<file path="src/rtl/rom_port_arbiter.sv">
// -----------------------------------------------------------------------------
// rom_port_arbiter
//
// Shares the single 16Kx8 system ROM (registered read, one-cycle latency)
// between the 6502 fetch path and a debug/loader read port. One read is in
// flight at a time. The winner gets a one-cycle gnt pulse. The byte returns
// later with a one-cycle rvalid pulse. Everything is clocked on phi0.
//
// Optional feature macro: ROM_ARB_DBG_EN
//   defined   : debug port and starvation guard implemented.
//   undefined : debug outputs tied to 0, debug inputs ignored, CPU only.
//
// Ports
//   phi0, rst_b             clock (rising edge), synchronous active-low reset
//   cpu_req/addr            CPU read request (held until gnt) and address
//   cpu_gnt/rvalid/rdata    grant pulse, data-valid pulse, returned byte
//   dbg_*                   debug port, same semantics as the CPU port
//   rom_A/CS_b/OE_b         ROM address and active-low controls
//   rom_Dout                ROM registered data output
//   busy                    high whenever the sequencer is not idle
// -----------------------------------------------------------------------------
module rom_port_arbiter #(
  parameter int ADDR_W       = 14,
  parameter int DATA_W       = 8,
  parameter int WAIT_CYCLES  = 0,
  parameter int STARVE_LIMIT = 4
) (
  input  logic              phi0,
  input  logic              rst_b,
  input  logic              cpu_req,
  input  logic [ADDR_W-1:0] cpu_addr,
  output logic              cpu_gnt,
  output logic              cpu_rvalid,
  output logic [DATA_W-1:0] cpu_rdata,
  input  logic              dbg_req,
  input  logic [ADDR_W-1:0] dbg_addr,
  output logic              dbg_gnt,
  output logic              dbg_rvalid,
  output logic [DATA_W-1:0] dbg_rdata,
  output logic [ADDR_W-1:0] rom_A,
  output logic              rom_CS_b,
  output logic              rom_OE_b,
  input  logic [DATA_W-1:0] rom_Dout,
  output logic              busy
);

  typedef enum logic [1:0] {
    S_IDLE    = 2'd0,
    S_ISSUE   = 2'd1,
    S_WAIT    = 2'd2,
    S_CAPTURE = 2'd3
  } state_t;

  // Last WAIT count value before moving on to CAPTURE.
  localparam logic [2:0] WAIT_LAST = 3'((WAIT_CYCLES == 0) ? 0 : WAIT_CYCLES - 1);

  state_t              state_q, state_d;
  logic [2:0]          wait_cnt_q, wait_cnt_d;
  logic [ADDR_W-1:0]   rom_a_q, rom_a_d;
  logic                cs_b_q, cs_b_d;
  logic                cpu_gnt_q, cpu_gnt_d;
  logic                cpu_rvalid_q, cpu_rvalid_d;
  logic [DATA_W-1:0]   cpu_rdata_q, cpu_rdata_d;
  logic                cpu_win;
  logic                dbg_win;

`ifdef ROM_ARB_DBG_EN
  localparam logic [3:0] STARVE_MAX = 4'(STARVE_LIMIT);

  logic                owner_q, owner_d;   // 1: debug owns the access
  logic [3:0]          starve_q, starve_d;
  logic                dbg_gnt_q, dbg_gnt_d;
  logic                dbg_rvalid_q, dbg_rvalid_d;
  logic [DATA_W-1:0]   dbg_rdata_q, dbg_rdata_d;

  // Debug wins when the CPU is absent, or once the CPU has been granted
  // STARVE_LIMIT times in a row while debug was waiting.
  assign dbg_win = dbg_req && (!cpu_req || (starve_q >= STARVE_MAX));
`else
  logic unused_dbg;
  assign unused_dbg = ^{dbg_req, dbg_addr};
  assign dbg_win    = 1'b0;
`endif

  assign cpu_win = cpu_req && !dbg_win;

  always_comb begin
    state_d      = state_q;
    wait_cnt_d   = wait_cnt_q;
    rom_a_d      = rom_a_q;
    cs_b_d       = cs_b_q;
    cpu_gnt_d    = 1'b0;
    cpu_rvalid_d = 1'b0;
    cpu_rdata_d  = cpu_rdata_q;
`ifdef ROM_ARB_DBG_EN
    owner_d      = owner_q;
    starve_d     = starve_q;
    dbg_gnt_d    = 1'b0;
    dbg_rvalid_d = 1'b0;
    dbg_rdata_d  = dbg_rdata_q;
`endif
    case (state_q)
      S_IDLE: begin
        // The ROM controls stay low through the idle cycle that follows a
        // capture and are released here unless a new access starts.
        cs_b_d = 1'b1;
`ifdef ROM_ARB_DBG_EN
        if (!dbg_req || dbg_win) begin
          starve_d = 4'd0;
        end else if (cpu_win) begin
          starve_d = starve_q + 4'd1;
        end
`endif
        if (cpu_win || dbg_win) begin
          cs_b_d     = 1'b0;
          wait_cnt_d = 3'd0;
          state_d    = S_ISSUE;
`ifdef ROM_ARB_DBG_EN
          owner_d    = dbg_win;
          dbg_gnt_d  = dbg_win;
          rom_a_d    = dbg_win ? dbg_addr : cpu_addr;
`else
          rom_a_d    = cpu_addr;
`endif
          cpu_gnt_d  = cpu_win;
        end
      end
      S_ISSUE: begin
        state_d = (WAIT_CYCLES > 0) ? S_WAIT : S_CAPTURE;
      end
      S_WAIT: begin
        if (wait_cnt_q == WAIT_LAST) begin
          state_d = S_CAPTURE;
        end else begin
          wait_cnt_d = wait_cnt_q + 3'd1;
        end
      end
      S_CAPTURE: begin
`ifdef ROM_ARB_DBG_EN
        if (owner_q) begin
          dbg_rdata_d  = rom_Dout;
          dbg_rvalid_d = 1'b1;
        end else begin
          cpu_rdata_d  = rom_Dout;
          cpu_rvalid_d = 1'b1;
        end
`else
        cpu_rdata_d  = rom_Dout;
        cpu_rvalid_d = 1'b1;
`endif
        state_d = S_IDLE;
      end
      default: state_d = S_IDLE;
    endcase
  end

  always_ff @(posedge phi0) begin
    if (!rst_b) begin
      state_q      <= S_IDLE;
      wait_cnt_q   <= 3'd0;
      rom_a_q      <= '0;
      cs_b_q       <= 1'b1;
      cpu_gnt_q    <= 1'b0;
      cpu_rvalid_q <= 1'b0;
      cpu_rdata_q  <= '0;
`ifdef ROM_ARB_DBG_EN
      owner_q      <= 1'b0;
      starve_q     <= 4'd0;
      dbg_gnt_q    <= 1'b0;
      dbg_rvalid_q <= 1'b0;
      dbg_rdata_q  <= '0;
`endif
    end else begin
      state_q      <= state_d;
      wait_cnt_q   <= wait_cnt_d;
      rom_a_q      <= rom_a_d;
      cs_b_q       <= cs_b_d;
      cpu_gnt_q    <= cpu_gnt_d;
      cpu_rvalid_q <= cpu_rvalid_d;
      cpu_rdata_q  <= cpu_rdata_d;
`ifdef ROM_ARB_DBG_EN
      owner_q      <= owner_d;
      starve_q     <= starve_d;
      dbg_gnt_q    <= dbg_gnt_d;
      dbg_rvalid_q <= dbg_rvalid_d;
      dbg_rdata_q  <= dbg_rdata_d;
`endif
    end
  end

  assign cpu_gnt    = cpu_gnt_q;
  assign cpu_rvalid = cpu_rvalid_q;
  assign cpu_rdata  = cpu_rdata_q;
`ifdef ROM_ARB_DBG_EN
  assign dbg_gnt    = dbg_gnt_q;
  assign dbg_rvalid = dbg_rvalid_q;
  assign dbg_rdata  = dbg_rdata_q;
`else
  assign dbg_gnt    = 1'b0;
  assign dbg_rvalid = 1'b0;
  assign dbg_rdata  = '0;
`endif
  assign rom_A    = rom_a_q;
  assign rom_CS_b = cs_b_q;
  assign rom_OE_b = cs_b_q;
  assign busy     = (state_q != S_IDLE);

endmodule

</file>
<file path="config.mk">
export PLATFORM = sky130hd
export DESIGN_NAME = rom_port_arbiter
export DESIGN_NICKNAME = d
export VERILOG_FILES = /design/src/rtl/rom_port_arbiter.sv
export SDC_FILE = /design/constraint.sdc
export NUM_CORES = 1
export LEC_CHECK = 0
export ABC_AREA = 1
export BUFFER_PORTS_ARGS = -buffer_cell sky130_fd_sc_hd__clkbuf_2
export CORE_MARGIN = 2
export CORE_UTILIZATION = 38
export CTS_CLUSTER_SIZE = 8
export DETAILED_ROUTE_END_ITERATION = 10
export GPL_ROUTABILITY_DRIVEN = 0
export PLACE_DENSITY_LB_ADDON = 0.2
export SYNTH_ARGS = -nofsm -noshare
export SYNTH_HDL_FRONTEND = slang
export SYNTH_SLANG_ARGS = --single-unit
</file>
<file path="constraint.sdc">
create_clock -name phi0 -period 1.1 [get_ports phi0]
set_input_delay 0.22 -clock phi0 [delete_from_list [all_inputs] [get_ports phi0]]
set_output_delay 0.22 -clock phi0 [all_outputs]
set_load 0.02 [all_outputs]
</file>
==> metrics.md, run 1 <==
| Metric | Value |
|---|---|
| Synth top area share | `between 40% and 50%` |
| Final wirelength | `~2.8 mm` |
| Vias per inst | `~4.3` |
| Status | `finished, violations left` |
| Post-DP HPWL | `roughly 1.9 mm` |
| Cells after synthesis | `170` |
| DR pass1 iterations | `4` |
| RSZ-0062 raised after global routing | `yes` |
| Final WS setup | `-0.172 ns` |
| Area after DPL | `between 0.0015 and 0.002 sq mm` |
| Post-synth top cells | `nor2_1 (52), dfxtp_1 (30), o21ai_0 (22)` |
| Number of H-tree levels | `2` |
| Clock slew at reported path FFs | `approximately 0.09 ns` |
| Clock sink count | `30` |
| Row cnt | `21` |
| Tmin final | `1.27 ns` |
| Die W | `about 62 microns` |
| Area leader, netlist | `dfxtp_1` |
| Antenna violations before repair | `0` |
| Vias in the first global route | `approximately 1,000` |
| Syn_area_per_cell | `~7.6 sq um` |
| Slew Viols, Final | `0` |
| Cts bufs inserted | `5` |
| Crit path launch type | `flip-flop` |
| Max Clk Rate | `a little under 800 MHz` |
| Fin crit share | `116%` |
| Post-synth EDFFs | `0` |
| Final antenna-violating net count | `0` |
| Leakage | `about 1.0 nW` |
| Final Hold Fails | `0` |
| Failing checks | `negative setup slack` |
| Proportion of layout cells with a drive suffix above 1 | `about 53%` |
| Worst-Skew Late Latency | `roughly 0.33 ns` |
| Seq cells post-synth | `30` |
| CTS tree | `yes` |
| Die area | `0.00389 sq mm` |
| Leading post-synthesis cells by cell area | `dfxtp_1 (46%), nor2_1 (15%), o21ai_0 (8.5%)` |
| Distinct cells, synth | `19` |
| Synth Warn # | `0` |
| CP endpoint kind | `output port` |
| Cts hold-fix bufs | `0` |
| Pin count of the biggest net entering global routing | `31` |
| Ys async rst share | `0%` |
| 1st-iter DRT viols | `50` |
| Tot GR Track Use | `between 10 and 15%` |
| Via count | `approximately 1,200` |
| Core area | `0.00331 sq mm` |
| Setup CP Type | `flip-flop to output port` |
| GRT overflow | `0` |
| Nets | `roughly 280` |
| Cell with the most instances after synthesis | `nor2_1` |
| Main flop type after synthesis | `dfxtp_1` |
| Critical Path RT | `0.88 ns` |
| CP max FO | `3` |
| PwrDens | `2420 mW/mm^2` |
| Setup slack at placement | `-0.0770 ns` |
| DR DRC count | `0` |
| Number of diodes | `0` |
| Max Cap Viol | `0` |
| CTS max path bufs | `2` |
| I/O Buffers | `between 50 and 60` |
| Max rail drop VDD | `1.10 mV` |
| Hold Path Class | `input port to flip-flop` |
| Mapped cell area | `0.00130 sq mm` |
| Worst clock skew | `0.00740 ns` |
| Final setup viols | `28` |
| Initial core utilization | `39.2%` |
| Die height | `about 62 microns` |
| I/O Pins | `77` |
| CP Data Arrival Time | `1.05 ns` |
| Layout area overhead | `57.4%` |
| Final instance area | `approximately 0.002 sq mm` |
| First-pass GRT wire length | `approximately 4.4 mm` |
| Clock root buffer | `clkbuf_4` |
| Part of the Yosys area used for sequential elements | `roughly 46%` |
| Routed WL per cell | `9.87 microns` |
area by class of cell:
cell class                      count  area, sq um
Fill cell                         288         1270
Multi-Input combinational cell    117          741
Sequential cell                    30          614
Timing Repair Buffer               68          495
Inverter                           15         68.8
Tap cell                           46         57.6
Clock buffer                        6         51.3
Clock inverter                      2         12.5
cells in the final DEF, fill, tap and decap left out:
| master | count |
|---|---|
| a21oi_2 | 2 |
| inv_1 | 8 |
| dfxtp_4 | 1 |
| o21ai_2 | 20 |
| conb_1 | 10 |
| nor2_1 | 52 |
| nand2_8 | 1 |
| nand2_2 | 3 |
| o21ai_1 | 2 |
| clkinvlp_4 | 1 |
| nand4_1 | 2 |
| inv_2 | 4 |
| buf_6 | 8 |
| ha_4 | 3 |
| inv_8 | 1 |
| clkbuf_8 | 1 |
| nand2_4 | 2 |
| buf_8 | 1 |
| dfxtp_1 | 21 |
| a21oi_4 | 1 |
| nand3_2 | 1 |
| buf_12 | 2 |
| nand2_1 | 12 |
| inv_4 | 2 |
| dfxtp_2 | 8 |
| nand3_4 | 2 |
| buf_2 | 3 |
| clkinv_2 | 1 |
| buf_4 | 25 |
| clkbuf_4 | 6 |
| clkbuf_2 | 28 |
| ha_1 | 4 |
critical path, cell delays in order (launching register included):
cell	delay (ns)
dfxtp_2	0.36
inv_4	0.05
ha_4	0.16
inv_4	0.06
buf_8	0.10
report_power, final:
| part | internal (mW) | switching [mW] |
|---|---|---|
| Clock | 0.307 | 0.386 |
| Sequential | 1.40 | 0.163 |
| Combinational | 1.23 | 1.45 |
| Total | 2.94 | 2.00 |
final timing paths:
path,startpoint,end,slack [ns],cells past startpoint
max,state_q[0]$_SDFFE_PN0P_,busy,-0.17,4
min,rom_Dout[5],cpu_rdata[5]$_SDFFE_PN0P_,0.12,3
max reg2reg,state_q[0]$_SDFFE_PN0P_,state_q[0]$_SDFFE_PN0P_,-0.16,9
min reg2reg,rom_A[2]$_SDFFE_PN0P_,rom_A[2]$_SDFFE_PN0P_,0.48,2
cell families after synthesis:
kind of cell / share of synthesized area (%)
compound gates: 9.94
simple gates: 23.4
other cells: 0.289
buf+inv: 13.3
fa+ha+maj: 6.76
flops: 46.3
registers in the layout (all words and copies together) (netlist names):
name	cells
cpu_gnt	1
rom_CS_b	1
rom_A	14
cpu_rvalid	1
state_q	2
wait_cnt_q	3
cpu_rdata	8
routing by layer:
layer / vias up / share of wire (%) / routed length, microns / track usage, %
met5: - / 0 / 0 / 0
met4: 0 / 1.5 / 43 / 6.67
met3: 4 / 6.4 / 180 / 5.59
met2: 42 / 50 / 1390 / 23.5
met1: 545 / 42 / 1190 / 15.8
li1: 639 / - / - / -
through the flow:
stage	cells	total power, mW	setup TNS [ns]	util (%)	hold WS [ns]
after floorplan	179	2.85	0	-	0.355
after global placement	270	3.42	-0.878	50.0	0.444
after detailed placement	270	3.44	-1.10	50.0	0.452
after CTS	283	4.63	-2.27	56.8	0.0971
after global routing	284	5.31	-2.90	61.6	0.0938
final	284	4.94	-1.43	61.6	0.116
what timing repair did:
action / CTS / global route
pin swaps: 15 / 13
gates resized for setup: 51 / 74
endpoints found under the setup margin: 29 / 50
setup buffers: 5 / 1
(Power assumes the default switching activity.)
==> run 2: changes to the inputs <==
--- a/config.mk
+++ b/config.mk
@@ -5,10 +5,10 @@
 export SDC_FILE = /design/constraint.sdc
 export NUM_CORES = 1
 export LEC_CHECK = 0
-export ABC_AREA = 1
+export ABC_AREA = 0
 export BUFFER_PORTS_ARGS = -buffer_cell sky130_fd_sc_hd__clkbuf_2
 export CORE_MARGIN = 2
-export CORE_UTILIZATION = 38
+export CORE_UTILIZATION = 39
 export CTS_CLUSTER_SIZE = 8
 export DETAILED_ROUTE_END_ITERATION = 10
 export GPL_ROUTABILITY_DRIVEN = 0
==> constraint.sdc (replaced) <==
create_clock -name phi0 -period 1.1 [get_ports phi0]
set_input_delay 0.165 -clock phi0 [delete_from_list [all_inputs] [get_ports phi0]]
set_output_delay 0.165 -clock phi0 [all_outputs]
set_load 0.02 [all_outputs]
==> run 2 against run 1 <==
Compared with the run above: the flow still finishes with violations (negative setup slack); worst hold slack lost 0.066 ns; non-clock buffer count grew 6; synthesized cell count fell by 14%; power fell by 25%; worst setup slack lost 0.070 ns; register-to-register slack got worse by 0.08 ns; critical path type is now flip-flop to flip-flop; critical endpoint is now wait_cnt_q[2]$_SDFFE_PN0P_; largest power group unchanged; highest routed layer unchanged.
==> metrics.md, run 2 <==
| Metric | Value |
|---|---|
| Clock sink count | `30` |
| Synth Warn # | `0` |
| Cells after synthesis | `146` |
| Failing checks | `negative setup slack` |
| DR pass1 iterations | `5` |
| CTS tree | `yes` |
| Die height | `around 63 microns` |
| RSZ-0062 raised after global routing | `yes` |
| Pin count of the biggest net entering global routing | `19` |
| Pwr Total | `around 3.7 mW` |
| Post-synth top cells | `nand2_1 (35), dfxtp_1 (30), mux2i_1 (13)` |
| Row cnt | `21` |
| Main flop type after synthesis | `dfxtp_1` |
| Number of H-tree levels | `2` |
| Final wirelength | `~3 mm` |
| Final antenna-violating net count | `0` |
| Max rail drop VDD | `0.734 mV` |
| Crit path launch type | `flip-flop` |
| Via count | `~1,200` |
| Distinct cells, synth | `24` |
| Die area | `0.00393 sq mm` |
| Inst Count DP | `around 250` |
| End of the critical path | `wait_cnt_q[2]$_SDFFE_PN0P_` |
| Util after Layout | `60.4%` |
| Area leader, netlist | `dfxtp_1` |
| Finished Layout Cells | `roughly 270` |
| Vias in the first global route | `~1,100` |
| Proportion of layout cells with a drive suffix above 1 | `around half` |
| FILL cells | `300` |
| Final instance area | `0.00201 sq mm` |
| Antenna violations before repair | `0` |
| Tmin final | `around 1.3 ns` |
| Reg-to-Reg Start | `state_q[0]$_SDFFE_PN0P_` |
| Hold path start | `cpu_addr[4]` |
| Cts bufs inserted | `5` |
| Worst Reg-to-Reg Cells | `6` |
| Mapped cell area | `0.00135 sq mm` |
| Core area | `0.00334 sq mm` |
| Status | `finished, violations left` |
| PwrDens | `roughly 1800 mW/mm^2` |
| Most common cell after layout, fill and taps aside | `clkbuf_2` |
| CP endpoint kind | `flip-flop` |
| Die W | `62.7 microns` |
| Hold Path Class | `input port to flip-flop` |
| Slew Viols, Final | `0` |
| First-pass GRT wire length | `5.00 mm` |
| Ys async rst share | `0%` |
| Max Clk Rate | `between 700 and 800 MHz` |
| Sequential Area | `608 sq um` |
| Leading post-synthesis cells by cell area | `dfxtp_1 (45%), nand2_1 (9.8%), mux2i_1 (9.7%)` |
| Max Cap Viol | `0` |
| Part of the Yosys area used for sequential elements | `~45%` |
| Clock root buffer | `clkbuf_4` |
| Cell with the most instances after synthesis | `nand2_1` |
| Initial core utilization | `roughly two fifths` |
| Final WS setup | `-0.241 ns` |
| Worst clock skew | `0.00253 ns` |
| Fin crit share | `122%` |
| Critical Path RT | `around 1.3 ns` |
| Post-synth EDFFs | `0` |
| Area of the multi-input gates | `between 700 and 800 sq um` |
| Vias per inst | `4.45` |
| CP Data Arrival Time | `~1.6 ns` |
| Worst-Skew Late Latency | `around 0.32 ns` |
| Syn_area_per_cell | `between 9 and 10 sq um` |
| Hold_ws | `about 0.05 ns` |
| Number of diodes | `0` |
| Area after DPL | `0.00172 sq mm` |
| Leakage | `0.933 nW` |
| Most frequent cells in the layout | `clkbuf_2 (50), nand2_1 (26), dfxtp_1 (26)` |
| Post-DP HPWL | `~2.2 mm` |
| Synth top area share | `between 40% and 50%` |
| Layout area overhead | `49.8%` |
| I/O Buffers | `slightly above 50` |
| Setup slack at placement | `-0.119 ns` |
| Final Hold Fails | `0` |
| Routed WL per cell | `around 11 microns` |
| Nets | `about 270` |
| Reg2Reg Setup Slack | `-0.24 ns` |
| CP max FO | `4` |
| R2R Path End | `wait_cnt_q[2]$_SDFFE_PN0P_` |
| Largest register FFs | `14` |
| I/O Pins | `77` |
| Setup crit start | `state_q[0]$_SDFFE_PN0P_` |
| Seq cells post-synth | `30` |
| Final setup viols | `30` |
| CTS max path bufs | `2` |
| Tot GR Track Use | `16.2%` |
| Setup CP Type | `flip-flop to flip-flop` |
| DR DRC count | `0` |
| GRT overflow | `0` |
| 1st-iter DRT viols | `10` |
| Clock slew at reported path FFs | `around 0.09 ns` |
| Setup tns final | `-3.31 ns` |
[run 2: changes by cell type in the layout (fill, tap and decap cells not counted), moves of 10 or more]
cell,change
nor2_1,-51
clkbuf_2,+22
o21ai_2,-20
nand2_1,+14
buf_4,-12
mux2i_1,+12
a21boi_1,+10
[run 2: worst max-delay path, stage by stage (launching register included)]
cell      delay, ns
dfxtp_2        0.34
inv_2          0.05
ha_4           0.16
buf_6          0.13
mux2i_4        0.19
o21bai_1       0.17
a32o_1         0.21
[run 2: cell type report]
type	count	area share (%)
Multi-Input combinational cell	101	38.6
Inverter	6	1.12
Tap cell	46	2.86
Sequential cell	30	30.2
Clock buffer	7	2.73
Timing Repair Buffer	74	24.2
Clock inverter	1	0.248
[run 2: power breakdown]
part           leakage [nW]  internal, mW  switching [mW]
Clock                0.0353         0.309           0.361
Combinational         0.652         0.853           0.843
Sequential            0.246          1.24          0.0775
[run 2: routing by layer]
metal,track usage [%],share of wire [%]
met3,7.21,5.6
met4,5.83,2.7
met1,17.1,40
met2,28.4,52
met5,0,0
[run 2: worst min path at each step]
stage                        endpoint  cells after the start
3_5_place_dp    rom_A[9]$_SDFFE_PN0P_                      3
4_1_cts         rom_A[9]$_SDFFE_PN0P_                      3
2_1_floorplan  rom_A[10]$_SDFFE_PN0P_                      2
5_1_grt         rom_A[2]$_SDFFE_PN0P_                      3
6_report        rom_A[4]$_SDFFE_PN0P_                      3
3_3_place_gp    rom_A[5]$_SDFFE_PN0P_                      3
[run 2: logic make-up (layout without fill, tap and decap cells)]
logic type	Yosys count	in the layout	share of synthesized area, %
AO/OA/AOI/OAI	19	19	10.8
adder cells (fa/ha/maj)	7	7	6.51
buffers and inverters	24	88	10.8
flip-flops	30	30	44.7
multiplexers	13	13	9.67
other	1	10	0.279
AND/OR/NAND/NOR	52	52	17.3
[run 2: repair_timing]
action / 4_1_cts / 5_1_grt
pin swaps: 5 / 10
endpoints found under the setup margin: 28 / 32
buffers inserted: 6 / 1
hold buffers: 0 / 0
gates cloned: 2 / 0
gates resized for setup: 36 / 16
==> run 3: changes to the inputs <==
--- a/config.mk
+++ b/config.mk
@@ -13,6 +13,7 @@
 export DETAILED_ROUTE_END_ITERATION = 10
 export GPL_ROUTABILITY_DRIVEN = 0
 export PLACE_DENSITY_LB_ADDON = 0.2
+export REMOVE_ABC_BUFFERS = 1
 export SYNTH_ARGS = -nofsm -noshare
 export SYNTH_HDL_FRONTEND = slang
 export SYNTH_SLANG_ARGS = --single-unit
==> run 3 against run 2 <==
Compared with the run above: the flow still finishes with violations (negative setup slack); power fell by 2.2%; clock skew rose by 0.0017 ns; register-to-register slack barely moved; count of clock-buffer cells in the layout fell by 1; core utilization fell by 2.3 points; worst hold slack improved by 0.0019 ns; critical path type unchanged; largest power group unchanged.
==> metrics.md, run 3 (synthesis results as in run 2) <==
| Metric | Value |
|---|---|
| Logic pwr share | `45.7%` |
| Hold path start | `cpu_addr[13]` |
| Most frequent cells in the layout | `clkbuf_2 (50), nand2_1 (33), dfxtp_1 (27)` |
| Cts hold-fix bufs | `0` |
| P_sw | `approximately 1.2 mW` |
| Hold endpoint | `rom_A[13]$_SDFFE_PN0P_` |
| Most common cell after layout, fill and taps aside | `clkbuf_2` |
| Status | `finished, violations left` |
| Clock sink count | `30` |
| Max Clk Rate | `between 700 and 800 MHz` |
| Tot GR Track Use | `about 16%` |
| R2R Path End | `wait_cnt_q[2]$_SDFFE_PN0P_` |
| RSZ-0062 raised after global routing | `yes` |
| Row cnt | `21` |
| Setup slack at placement | `-0.239 ns` |
| Failing checks | `negative setup slack` |
| Pin count of the biggest net entering global routing | `24` |
| Hold Path Class | `input port to flip-flop` |
| DR pass1 iterations | `3` |
| Fin crit share | `122%` |
| CP Data Arrival Time | `1.57 ns` |
| Number of diodes | `0` |
| Final wirelength | `just under 3 mm` |
| CP max FO | `3` |
| Final WS setup | `-0.246 ns` |
| Initial core utilization | `40.3%` |
| WHS Path Cells | `3` |
| Tmin final | `1.35 ns` |
| Seq pwr share | `a little over a third` |
| I/O Buffers | `roughly 50` |
| Final setup viols | `22` |
| FILL cells | `just over 300` |
| Sw Share | `34.5%` |
| GRT overflow | `0` |
| Util after Layout | `~58%` |
| Max Cap Viol | `0` |
| Max rail drop VDD | `0.746 mV` |
| First-pass GRT wire length | `approximately 4.8 mm` |
| Critical Path RT | `about 1.3 ns` |
| Reg2Reg Setup Slack | `-0.25 ns` |
| Crit path launch type | `flip-flop` |
| Worst-Skew Late Latency | `~0.32 ns` |
| Clock root buffer | `clkbuf_4` |
| PwrDens | `1860 mW/mm^2` |
| Nets | `approximately 260` |
| Setup CP Type | `flip-flop to flip-flop` |
| Core area | `0.00334 sq mm` |
| CTS tree | `yes` |
| Die height | `between 60 and 70 microns` |
| Proportion of layout cells with a drive suffix above 1 | `46.8%` |
| Die W | `between 60 and 70 microns` |
| Die area | `slightly below 0.004 sq mm` |
| Internal Power | `about 2.4 mW` |
| Clock power frac | `~18%` |
| 1st-iter DRT viols | `27` |
| Vias in the first global route | `around 1,100` |
| Layout area overhead | `44.1%` |
| Worst clock skew | `0.00420 ns` |
| Final Hold Fails | `0` |
| Routed WL per cell | `between 10 and 15 microns` |
| CTS max path bufs | `2` |
| Worst Reg-to-Reg Cells | `6` |
| Largest register FFs | `14` |
| Final instance area | `a little under 0.002 sq mm` |
| Leakage | `approximately 0.90 nW` |
| Post-DP HPWL | `between 2 and 2.5 mm` |
| CP endpoint kind | `flip-flop` |
| Area after DPL | `approximately 0.0017 sq mm` |
| Final antenna-violating net count | `0` |
| Vias per inst | `between 4 and 5` |
| Number of H-tree levels | `2` |
| DR DRC count | `0` |
| Slew Viols, Final | `0` |
| Antenna violations before repair | `0` |
| Via count | `roughly 1,200` |
| Clock slew at reported path FFs | `about 0.09 ns` |
| I/O Pins | `77` |
| Cts bufs inserted | `5` |
| Reg-to-Reg Start | `state_q[1]$_SDFFE_PN0P_` |
-- run 3: cell types whose count changed in the layout (fill, tap and decap cells not counted), moves of 2 or more --
| cell | delta |
|---|---|
| buf_4 | +4 |
| buf_6 | -6 |
| buf_8 | -2 |
| ha_4 | -2 |
| nand2_1 | +7 |
| nand2_2 | -5 |
| nand2_4 | -2 |
-- run 3: worst max-delay path by stage --
| stage | start | end | slack, ns | cells past startpoint |
|---|---|---|---|---|
| after floorplan | state_q[0]$_SDFFE_PN0P_ | wait_cnt_q[2]$_SDFFE_PN0P_ | -0.23 | 5 |
| after global placement | state_q[0]$_SDFFE_PN0P_ | wait_cnt_q[2]$_SDFFE_PN0P_ | -0.19 | 5 |
| after detailed placement | state_q[0]$_SDFFE_PN0P_ | wait_cnt_q[2]$_SDFFE_PN0P_ | -0.24 | 5 |
| after CTS | state_q[1]$_SDFFE_PN0P_ | busy | -0.24 | 5 |
| after global routing | state_q[1]$_SDFFE_PN0P_ | wait_cnt_q[2]$_SDFFE_PN0P_ | -0.31 | 6 |
| final | state_q[1]$_SDFFE_PN0P_ | wait_cnt_q[2]$_SDFFE_PN0P_ | -0.25 | 6 |
-- run 3: power groups by stage --
stage / clock network (mW) / logic, mW / registers, mW
after floorplan: 0 / 0.516 / 1.49
after global placement: 0 / 1.19 / 1.32
after detailed placement: 0 / 1.22 / 1.33
after CTS: 0.663 / 1.56 / 1.32
after global routing: 0.705 / 1.77 / 1.34
final: 0.637 / 1.65 / 1.32
-- run 3: stage by stage --
step	TNS [ns]	hold slack (ns)	instances	power, mW
floorplan	-4.11	0.241	137	2.00
global placement	-2.15	0.389	247	2.51
detailed placement	-3.22	0.399	247	2.55
CTS	-2.97	0.0441	262	3.54
global route	-5.08	0.0584	262	3.82
finish	-2.99	0.0519	262	3.61
-- run 3: per-layer routing --
metal | GRT usage [%] | part of all wire [%]
met1 | 17.4 | 44
met2 | 27.3 | 50
met3 | 4.32 | 5.5
met4 | 8.33 | 1.2
met5 | 0 | 0
-- run 3: layout make-up --
| type | count | area, sq um | share of cell area (%) |
|---|---|---|---|
| Multi-Input combinational cell | 102 | 736 | 38.0 |
| Sequential cell | 30 | 604 | 31.2 |
| Timing Repair Buffer | 72 | 467 | 24.1 |
| Tap cell | 46 | 57.6 | 2.97 |
| Clock buffer | 6 | 51.3 | 2.65 |
| Inverter | 6 | 22.5 | 1.16 |
-- run 3: repair_timing --
action,in CTS,in global routing
gates cloned,2,0
setup buffers,10,0
pin swaps,11,6
setup endpoints to repair,29,32
gates resized for setup,29,10
-- run 3: worst max-delay path, cell delays in order (launching register included) --
cell and delay, ns:
dfxtp_2 0.35, inv_2 0.05, ha_4 0.16, buf_6 0.12
mux2i_4 0.18, o21bai_1 0.17, a32o_1 0.22
